**config.mk**
```make
export PLATFORM = sky130hd
export DESIGN_NAME = kd_tree_sched
export DESIGN_NICKNAME = d
export VERILOG_FILES = /design/src/rtl/kd_sched_pkg.sv /design/src/rtl/kd_sched_result_fifo.sv /design/src/rtl/kd_tree_sched.sv
export SDC_FILE = /design/constraint.sdc
export NUM_CORES = 1
export LEC_CHECK = 0
export CAP_MARGIN = 20
export CORE_MARGIN = 5
export CORE_UTILIZATION = 49
export CTS_CLUSTER_DIAMETER = 50
export DETAILED_ROUTE_END_ITERATION = 7
export GPL_ROUTABILITY_DRIVEN = 0
export PLACE_DENSITY = 0.81
export SLEW_MARGIN = 20
export SYNTH_ARGS = -nofsm -noshare
export SYNTH_HDL_FRONTEND = slang
export SYNTH_SLANG_ARGS = --single-unit
```
**constraint.sdc**
```tcl
create_clock -name clk -period 3.9 [get_ports clk]
set_clock_uncertainty 0.1 [all_clocks]
set_input_delay 0.78 -clock clk [delete_from_list [all_inputs] [get_ports clk]]
set_output_delay 0.78 -clock clk [all_outputs]
set_load 0.03 [all_outputs]
```
**src/rtl/kd_sched_pkg.sv**
```systemverilog
// Shared state encoding and default widths for the KD-tree scheduler.
package kd_sched_pkg;

  localparam int STORAGE_WIDTH_DEF = 22;
  localparam int PATCH_WIDTH_DEF   = 55;
  localparam int ADDRESS_WIDTH_DEF = 8;
  localparam int QUERY_WIDTH       = 16;
  localparam int MAX_INFLIGHT_DEF  = 4;

  typedef enum logic [1:0] {
    ST_IDLE   = 2'd0,
    ST_LOAD   = 2'd1,
    ST_QUERY  = 2'd2,
    ST_FINISH = 2'd3
  } state_t;

endpackage

```
**src/rtl/kd_sched_result_fifo.sv**
```systemverilog
// Small synchronous FIFO holding tree leaf results until downstream accepts them.
// Head is visible combinationally so a result pushed at one edge is presented the next cycle.
module kd_sched_result_fifo #(
  parameter int DEPTH = 4,
  parameter int WIDTH = 8
) (
  input  logic             clk,
  input  logic             rst,
  input  logic             push,
  input  logic [WIDTH-1:0] push_data,
  input  logic             pop,
  output logic [WIDTH-1:0] head,
  output logic             full,
  output logic             empty
);

  localparam int PW = $clog2(DEPTH);

  logic [WIDTH-1:0] mem_reg [DEPTH];
  logic [PW:0]      wr_ptr_reg;
  logic [PW:0]      rd_ptr_reg;
  logic             do_push;
  logic             do_pop;

  // Extra pointer bit distinguishes full from empty when the indices match.
  assign empty   = (wr_ptr_reg == rd_ptr_reg);
  assign full    = (wr_ptr_reg[PW] != rd_ptr_reg[PW]) &&
                   (wr_ptr_reg[PW-1:0] == rd_ptr_reg[PW-1:0]);
  assign do_push = push && !full;
  assign do_pop  = pop && !empty;
  assign head    = mem_reg[rd_ptr_reg[PW-1:0]];

  generate
    for (genvar gi = 0; gi < DEPTH; gi++) begin : g_entry
      always_ff @(posedge clk) begin
        if (rst) begin
          mem_reg[gi] <= '0;
        end else if (do_push && (wr_ptr_reg[PW-1:0] == PW'(gi))) begin
          mem_reg[gi] <= push_data;
        end
      end
    end
  endgenerate

  always_ff @(posedge clk) begin
    if (rst) begin
      wr_ptr_reg <= '0;
      rd_ptr_reg <= '0;
    end else begin
      if (do_push) wr_ptr_reg <= wr_ptr_reg + 1'b1;
      if (do_pop)  rd_ptr_reg <= rd_ptr_reg + 1'b1;
    end
  end

endmodule

```
**src/rtl/kd_tree_sched.sv**
```systemverilog
// Sequences node-word loading and credit-limited query streaming for the KD-tree engine.
// Optional KD_SCHED_CHECKSUM_EN adds a 16-bit running sum of loaded words.
module kd_tree_sched
  import kd_sched_pkg::*;
#(
  parameter int STORAGE_WIDTH = STORAGE_WIDTH_DEF,
  parameter int PATCH_WIDTH   = PATCH_WIDTH_DEF,
  parameter int ADDRESS_WIDTH = ADDRESS_WIDTH_DEF,
  parameter int MAX_INFLIGHT  = MAX_INFLIGHT_DEF
) (
  input  logic                     clk,
  input  logic                     rst,
  input  logic                     start,
  input  logic [ADDRESS_WIDTH:0]   load_words,
  input  logic [QUERY_WIDTH-1:0]   num_queries,
  input  logic                     agg_valid,
  input  logic [STORAGE_WIDTH-1:0] agg_data,
  output logic                     agg_ready,
  output logic                     node_wen,
  output logic [ADDRESS_WIDTH-1:0] node_waddr,
  output logic [STORAGE_WIDTH-1:0] node_wdata,
  input  logic                     patch_valid,
  input  logic [PATCH_WIDTH-1:0]   patch_data,
  output logic                     patch_ready,
  output logic                     fsm_enable,
  output logic                     tree_patch_valid,
  output logic [PATCH_WIDTH-1:0]   tree_patch,
  input  logic                     leaf_valid,
  input  logic [ADDRESS_WIDTH-1:0] leaf_index,
  output logic                     res_valid,
  output logic [ADDRESS_WIDTH-1:0] res_index,
  output logic [QUERY_WIDTH-1:0]   res_id,
  input  logic                     res_ready,
  output logic                     busy,
  output logic                     done
`ifdef KD_SCHED_CHECKSUM_EN
  ,
  output logic [15:0]              load_checksum
`endif
);

  localparam int CW = $clog2(MAX_INFLIGHT) + 1;
  localparam logic [CW-1:0] CREDITS_INIT = CW'(MAX_INFLIGHT);

  state_t                   state_reg, state_next;
  logic [ADDRESS_WIDTH:0]   load_words_reg;
  logic [ADDRESS_WIDTH:0]   wcnt_reg;
  logic [QUERY_WIDTH-1:0]   num_queries_reg;
  logic [QUERY_WIDTH-1:0]   issued_reg;
  logic [QUERY_WIDTH-1:0]   returned_reg;
  logic [CW-1:0]            credits_reg;
  logic                     node_wen_reg;
  logic [ADDRESS_WIDTH-1:0] node_waddr_reg;
  logic [STORAGE_WIDTH-1:0] node_wdata_reg;
  logic                     tree_patch_valid_reg;
  logic [PATCH_WIDTH-1:0]   tree_patch_reg;
  logic                     fsm_enable_reg;
  logic                     busy_reg;
  logic                     done_reg;

  logic agg_fire, patch_fire, last_word, take_start;
  logic fifo_push, fifo_pop, fifo_full, fifo_empty;

  assign take_start  = (state_reg == ST_IDLE) && start;
  assign agg_ready   = (state_reg == ST_LOAD);
  assign patch_ready = (state_reg == ST_QUERY) && (credits_reg != '0) &&
                       (issued_reg < num_queries_reg);
  assign agg_fire    = agg_valid && agg_ready;
  assign patch_fire  = patch_valid && patch_ready;
  assign last_word   = ((wcnt_reg + (ADDRESS_WIDTH + 1)'(1)) == load_words_reg);

  // Results arriving outside QUERY or into a full FIFO are discarded.
  assign fifo_push = leaf_valid && (state_reg == ST_QUERY) && !fifo_full;
  assign res_valid = !fifo_empty;
  assign fifo_pop  = res_valid && res_ready;
  assign res_id    = returned_reg;

  assign node_wen         = node_wen_reg;
  assign node_waddr       = node_waddr_reg;
  assign node_wdata       = node_wdata_reg;
  assign tree_patch_valid = tree_patch_valid_reg;
  assign tree_patch       = tree_patch_reg;
  assign fsm_enable       = fsm_enable_reg;
  assign busy             = busy_reg;
  assign done             = done_reg;

  kd_sched_result_fifo #(
    .DEPTH (MAX_INFLIGHT),
    .WIDTH (ADDRESS_WIDTH)
  ) u_result_fifo (
    .clk       (clk),
    .rst       (rst),
    .push      (fifo_push),
    .push_data (leaf_index),
    .pop       (fifo_pop),
    .head      (res_index),
    .full      (fifo_full),
    .empty     (fifo_empty)
  );

  always_comb begin
    state_next = state_reg;
    unique case (state_reg)
      ST_IDLE: begin
        if (start) begin
          if (load_words != '0)       state_next = ST_LOAD;
          else if (num_queries != '0) state_next = ST_QUERY;
          else                        state_next = ST_FINISH;
        end
      end
      ST_LOAD: begin
        if (agg_fire && last_word)
          state_next = (num_queries_reg == '0) ? ST_FINISH : ST_QUERY;
      end
      ST_QUERY: begin
        if (returned_reg == num_queries_reg) state_next = ST_FINISH;
      end
      ST_FINISH: state_next = ST_IDLE;
      default:   state_next = ST_IDLE;
    endcase
  end

  always_ff @(posedge clk) begin
    if (rst) begin
      state_reg            <= ST_IDLE;
      load_words_reg       <= '0;
      num_queries_reg      <= '0;
      wcnt_reg             <= '0;
      issued_reg           <= '0;
      returned_reg         <= '0;
      credits_reg          <= CREDITS_INIT;
      node_wen_reg         <= 1'b0;
      node_waddr_reg       <= '0;
      node_wdata_reg       <= '0;
      tree_patch_valid_reg <= 1'b0;
      tree_patch_reg       <= '0;
      fsm_enable_reg       <= 1'b0;
      busy_reg             <= 1'b0;
      done_reg             <= 1'b0;
    end else begin
      state_reg            <= state_next;
      node_wen_reg         <= agg_fire;
      tree_patch_valid_reg <= patch_fire;
      // Status flags follow the next state so they line up with the state register.
      fsm_enable_reg       <= (state_next == ST_QUERY);
      busy_reg             <= (state_next != ST_IDLE);
      done_reg             <= (state_next == ST_FINISH);
      if (agg_fire) begin
        node_waddr_reg <= wcnt_reg[ADDRESS_WIDTH-1:0];
        node_wdata_reg <= agg_data;
      end
      if (patch_fire) tree_patch_reg <= patch_data;
      if (take_start) begin
        load_words_reg  <= load_words;
        num_queries_reg <= num_queries;
        wcnt_reg        <= '0;
        issued_reg      <= '0;
        returned_reg    <= '0;
        credits_reg     <= CREDITS_INIT;
      end else begin
        if (agg_fire)   wcnt_reg     <= wcnt_reg + (ADDRESS_WIDTH + 1)'(1);
        if (patch_fire) issued_reg   <= issued_reg + 1'b1;
        if (fifo_pop)   returned_reg <= returned_reg + 1'b1;
        credits_reg <= credits_reg + CW'(fifo_pop) - CW'(patch_fire);
      end
    end
  end

  // A well-behaved tree never returns more results than there are credits.
  always @(posedge clk) begin
    if (!rst && leaf_valid && (state_reg == ST_QUERY)) assert (!fifo_full);
  end

`ifdef KD_SCHED_CHECKSUM_EN
  logic [15:0] checksum_reg;
  logic [15:0] agg_low;

  always_comb begin
    agg_low = '0;
    for (int i = 0; i < 16 && i < STORAGE_WIDTH; i++) agg_low[i] = agg_data[i];
  end

  always_ff @(posedge clk) begin
    if (rst)            checksum_reg <= '0;
    else if (take_start) checksum_reg <= '0;
    else if (agg_fire)  checksum_reg <= checksum_reg + agg_low;
  end

  assign load_checksum = checksum_reg;
`endif

endmodule

```
==> out/results.ini <==
[global_routing]
grtUsageTotal_pct=22.5
antenna_found_initial=0
grt_max_degree=66
grt_overflow=0
grt_pass1_wl_um=37500
grt_pass1_vias=7268

[clocking]
clock_latency_ns=0.52
clock-root-buffer=clkbuf_16
cts_buffers=25
h-tree-depth=1
cts_sinks=201
cts.clk_slew.worst_paths_ns=0.06
clockBufferDepth=3
cts_tree=yes
ctsHoldBuffers=0

[worst_setup_path]
cpPeakStageDelay_ns=0.42
cpMostUsedCell=a21o_1
critPathCaptureType=output pin
critical_path_peak_fanout=4
crit_buf_inv=2
cp_top_family=compound AO/OA/AOI/OAI gates
crit_type=flop to output pin
startpoint_type=flop
cp_slowest_cell=dlygate4sd2_1
critical_path_arrival_ns=2.69
cp_data_required_time_ns=3.02
path_cells=inv_1, ha_1, a21o_1, a21o_1, a221oi_2, o22ai_2, nor2_1, dlygate4sd2_1

[hold_path]
hold_path_class=flop to flop

[timing]
slew_headroom_pct=52.0
tns_ns=0
fin_crit_ns=3.57
fmax_mhz=280
finalHoldViolCount=0
finalCritPeriodShare_pct=91.5
worst_pin_slew_ns=0.719
rsz0062_at_grt=false
setup_viol=0
slew_violations=0

[yosys]
synth_top_family_by_area=simple AND/OR/NAND/NOR gates
yosysWarnings=0
synth_top_area_cell=dfxtp_1
synth_edf_count=32
synth_xor_area_share_pct=5.81
yosysMostFrequentCell=dfxtp_1
async_reset_ff_share_pct=0
ys_top_cells_by_area=dfxtp_1 39%, edfxtp_1 11%, mux2i_1 6.8%, nand2_1 6.1%, a21oi_1 4.3%
synthAdderAreaFrac_pct=3.81
synth_simple_gate_area_share_pct=20.3
syn-mean-instance-area_um2=9.48
synth.distinct_cells=49
netlist_area_um2=8740
synth_mux_area_share_pct=8.81
synth_top_flop_cell=dfxtp_1
synth_top_cell_area_share_pct=38.7
synthesis.nets=1065
yosysSeqAreaShare_pct=49.7
ys_ff_latch=201
synth_compound_area_share_pct=7.94
synth_common_cells=169 x dfxtp_1, 141 x nand2_1, 94 x nor2_1, 76 x a21oi_1, 59 x mux2i_1
netlist_instances=922

[place]
port_buffers=233
dp_hpwl_um=16800

[route]
drt_wl_total_um=23800
drt-vias-per-instance=5.29
drc=0
via_count=7324
wire_per_inst_um=17.2
drtIter0Drc=303
firstDrtPassIters=5
ant_nets=0

[die]
die_w_um=144
fp.dieH_um=144
std_cell_rows=48
io_pins=234
initial_core_util_pct=50.2
core_um2=17400
dieArea_um2=20600

[finish]
drive_above_1_share_pct=6.12
nNetsFinal=1285
largest_register_ffs=55
area_growth_pct=38.0
diodes=0

[power_and_ir_drop]
total_power_mw=4.88
powerDensity_nw_per_um2=404
leakage_nw=4.45
peakVddDrop_uv=361

[run]
drv_cap=0

[run_status]
status=finished clean

logic make-up (layout without fill, tap and decap cells):
logic type                 after synthesis  count (layout)
adders and majority gates               26              26
buffers and inverters                   79             317
and+or+nand+nor                        375             375
muxes                                   67              67
xor gates and xnor gates                58              58
DFF                                    201             201
AOI/OAI and AO/OA                      116             116
through the flow:
step                      util, %  hold WS, ns  cell area [µm²]  cells  setup slack [ns]
final                        69.3        0.351            12100   1385             0.333
after global routing         69.3        0.376            12100   1385             0.186
after CTS                    69.3        0.353            12100   1385             0.278
after detailed placement     64.6        0.346            11200   1340             0.584
after global placement       64.6        0.341            11200   1340             0.653
after floorplan                 -        0.348             8740    922             0.802
report_power, final:
| part | switching [mW] | internal [mW] | leakage [nW] |
|---|---|---|---|
| Combinational | 0.219 | 0.207 | 2.35 |
| Clock | 0.912 | 1.36 | 0.407 |
| Sequential | 0.0330 | 2.15 | 1.70 |
| Total | 1.16 | 3.72 | 4.45 |
cell type report:
| class | instances | area (µm²) |
|---|---|---|
| Fill cell | 1343 | 5350 |
| Sequential cell | 201 | 4340 |
| Multi-Input combinational cell | 642 | 4090 |
| Timing Repair Buffer | 246 | 2440 |
| Clock buffer | 30 | 664 |
| Tap cell | 225 | 282 |
| Clock inverter | 15 | 159 |
| Inverter | 26 | 97.6 |
tightest hold or removal path: cells and delay by family (launching register included):
kind            cells  cell delay, ns
flops               1            0.30
simple gates        1            0.05
compound gates      1            0.05
final timing paths:
kind,from,to,slack [ns],depth (start not counted)
hold reg to reg,node_waddr[3],node_waddr[3],0.35,2
setup reg to reg,num_queries_reg[9],credits_reg[1],0.93,12
setup / recovery,num_queries_reg[5],patch_ready,0.33,8
hold / removal,node_waddr[3],node_waddr[3],0.35,2
placed cells by master (no fill, tap or decap), types with 9 or more instances in the layout:
| master | Yosys | routed |
|---|---|---|
| a21oi_1 | 76 | 76 |
| and3_1 | 41 | 41 |
| buf_4 | 0 | 13 |
| clkbuf_16 | 0 | 25 |
| clkdlybuf4s50_1 | 0 | 231 |
| dfxtp_1 | 169 | 169 |
| edfxtp_1 | 32 | 32 |
| ha_1 | 25 | 25 |
| inv_1 | 26 | 26 |
| mux2i_1 | 59 | 59 |
| nand2_1 | 141 | 141 |
| nand3_1 | 19 | 19 |
| nand4_1 | 15 | 15 |
| nor2_1 | 94 | 94 |
| nor4_1 | 13 | 13 |
| o31ai_1 | 9 | 9 |
| or4_1 | 9 | 9 |
| xnor2_1 | 33 | 33 |
| xor2_1 | 25 | 25 |
per-layer routing:
layer | global-route usage [%] | share of wire [%]
met2 | 37.4 | 48
met1 | 27.6 | 40
met4 | 6.34 | 2.4
met3 | 8.09 | 9.9
met5 | 0 | 0
what timing repair did:
item	CTS	global route
endpoints found under the setup margin	1	0
gates resized for setup	1	0
setup buffers	0	0
endpoints found under the hold margin	0	0
Power figures use the tool's default switching activity.
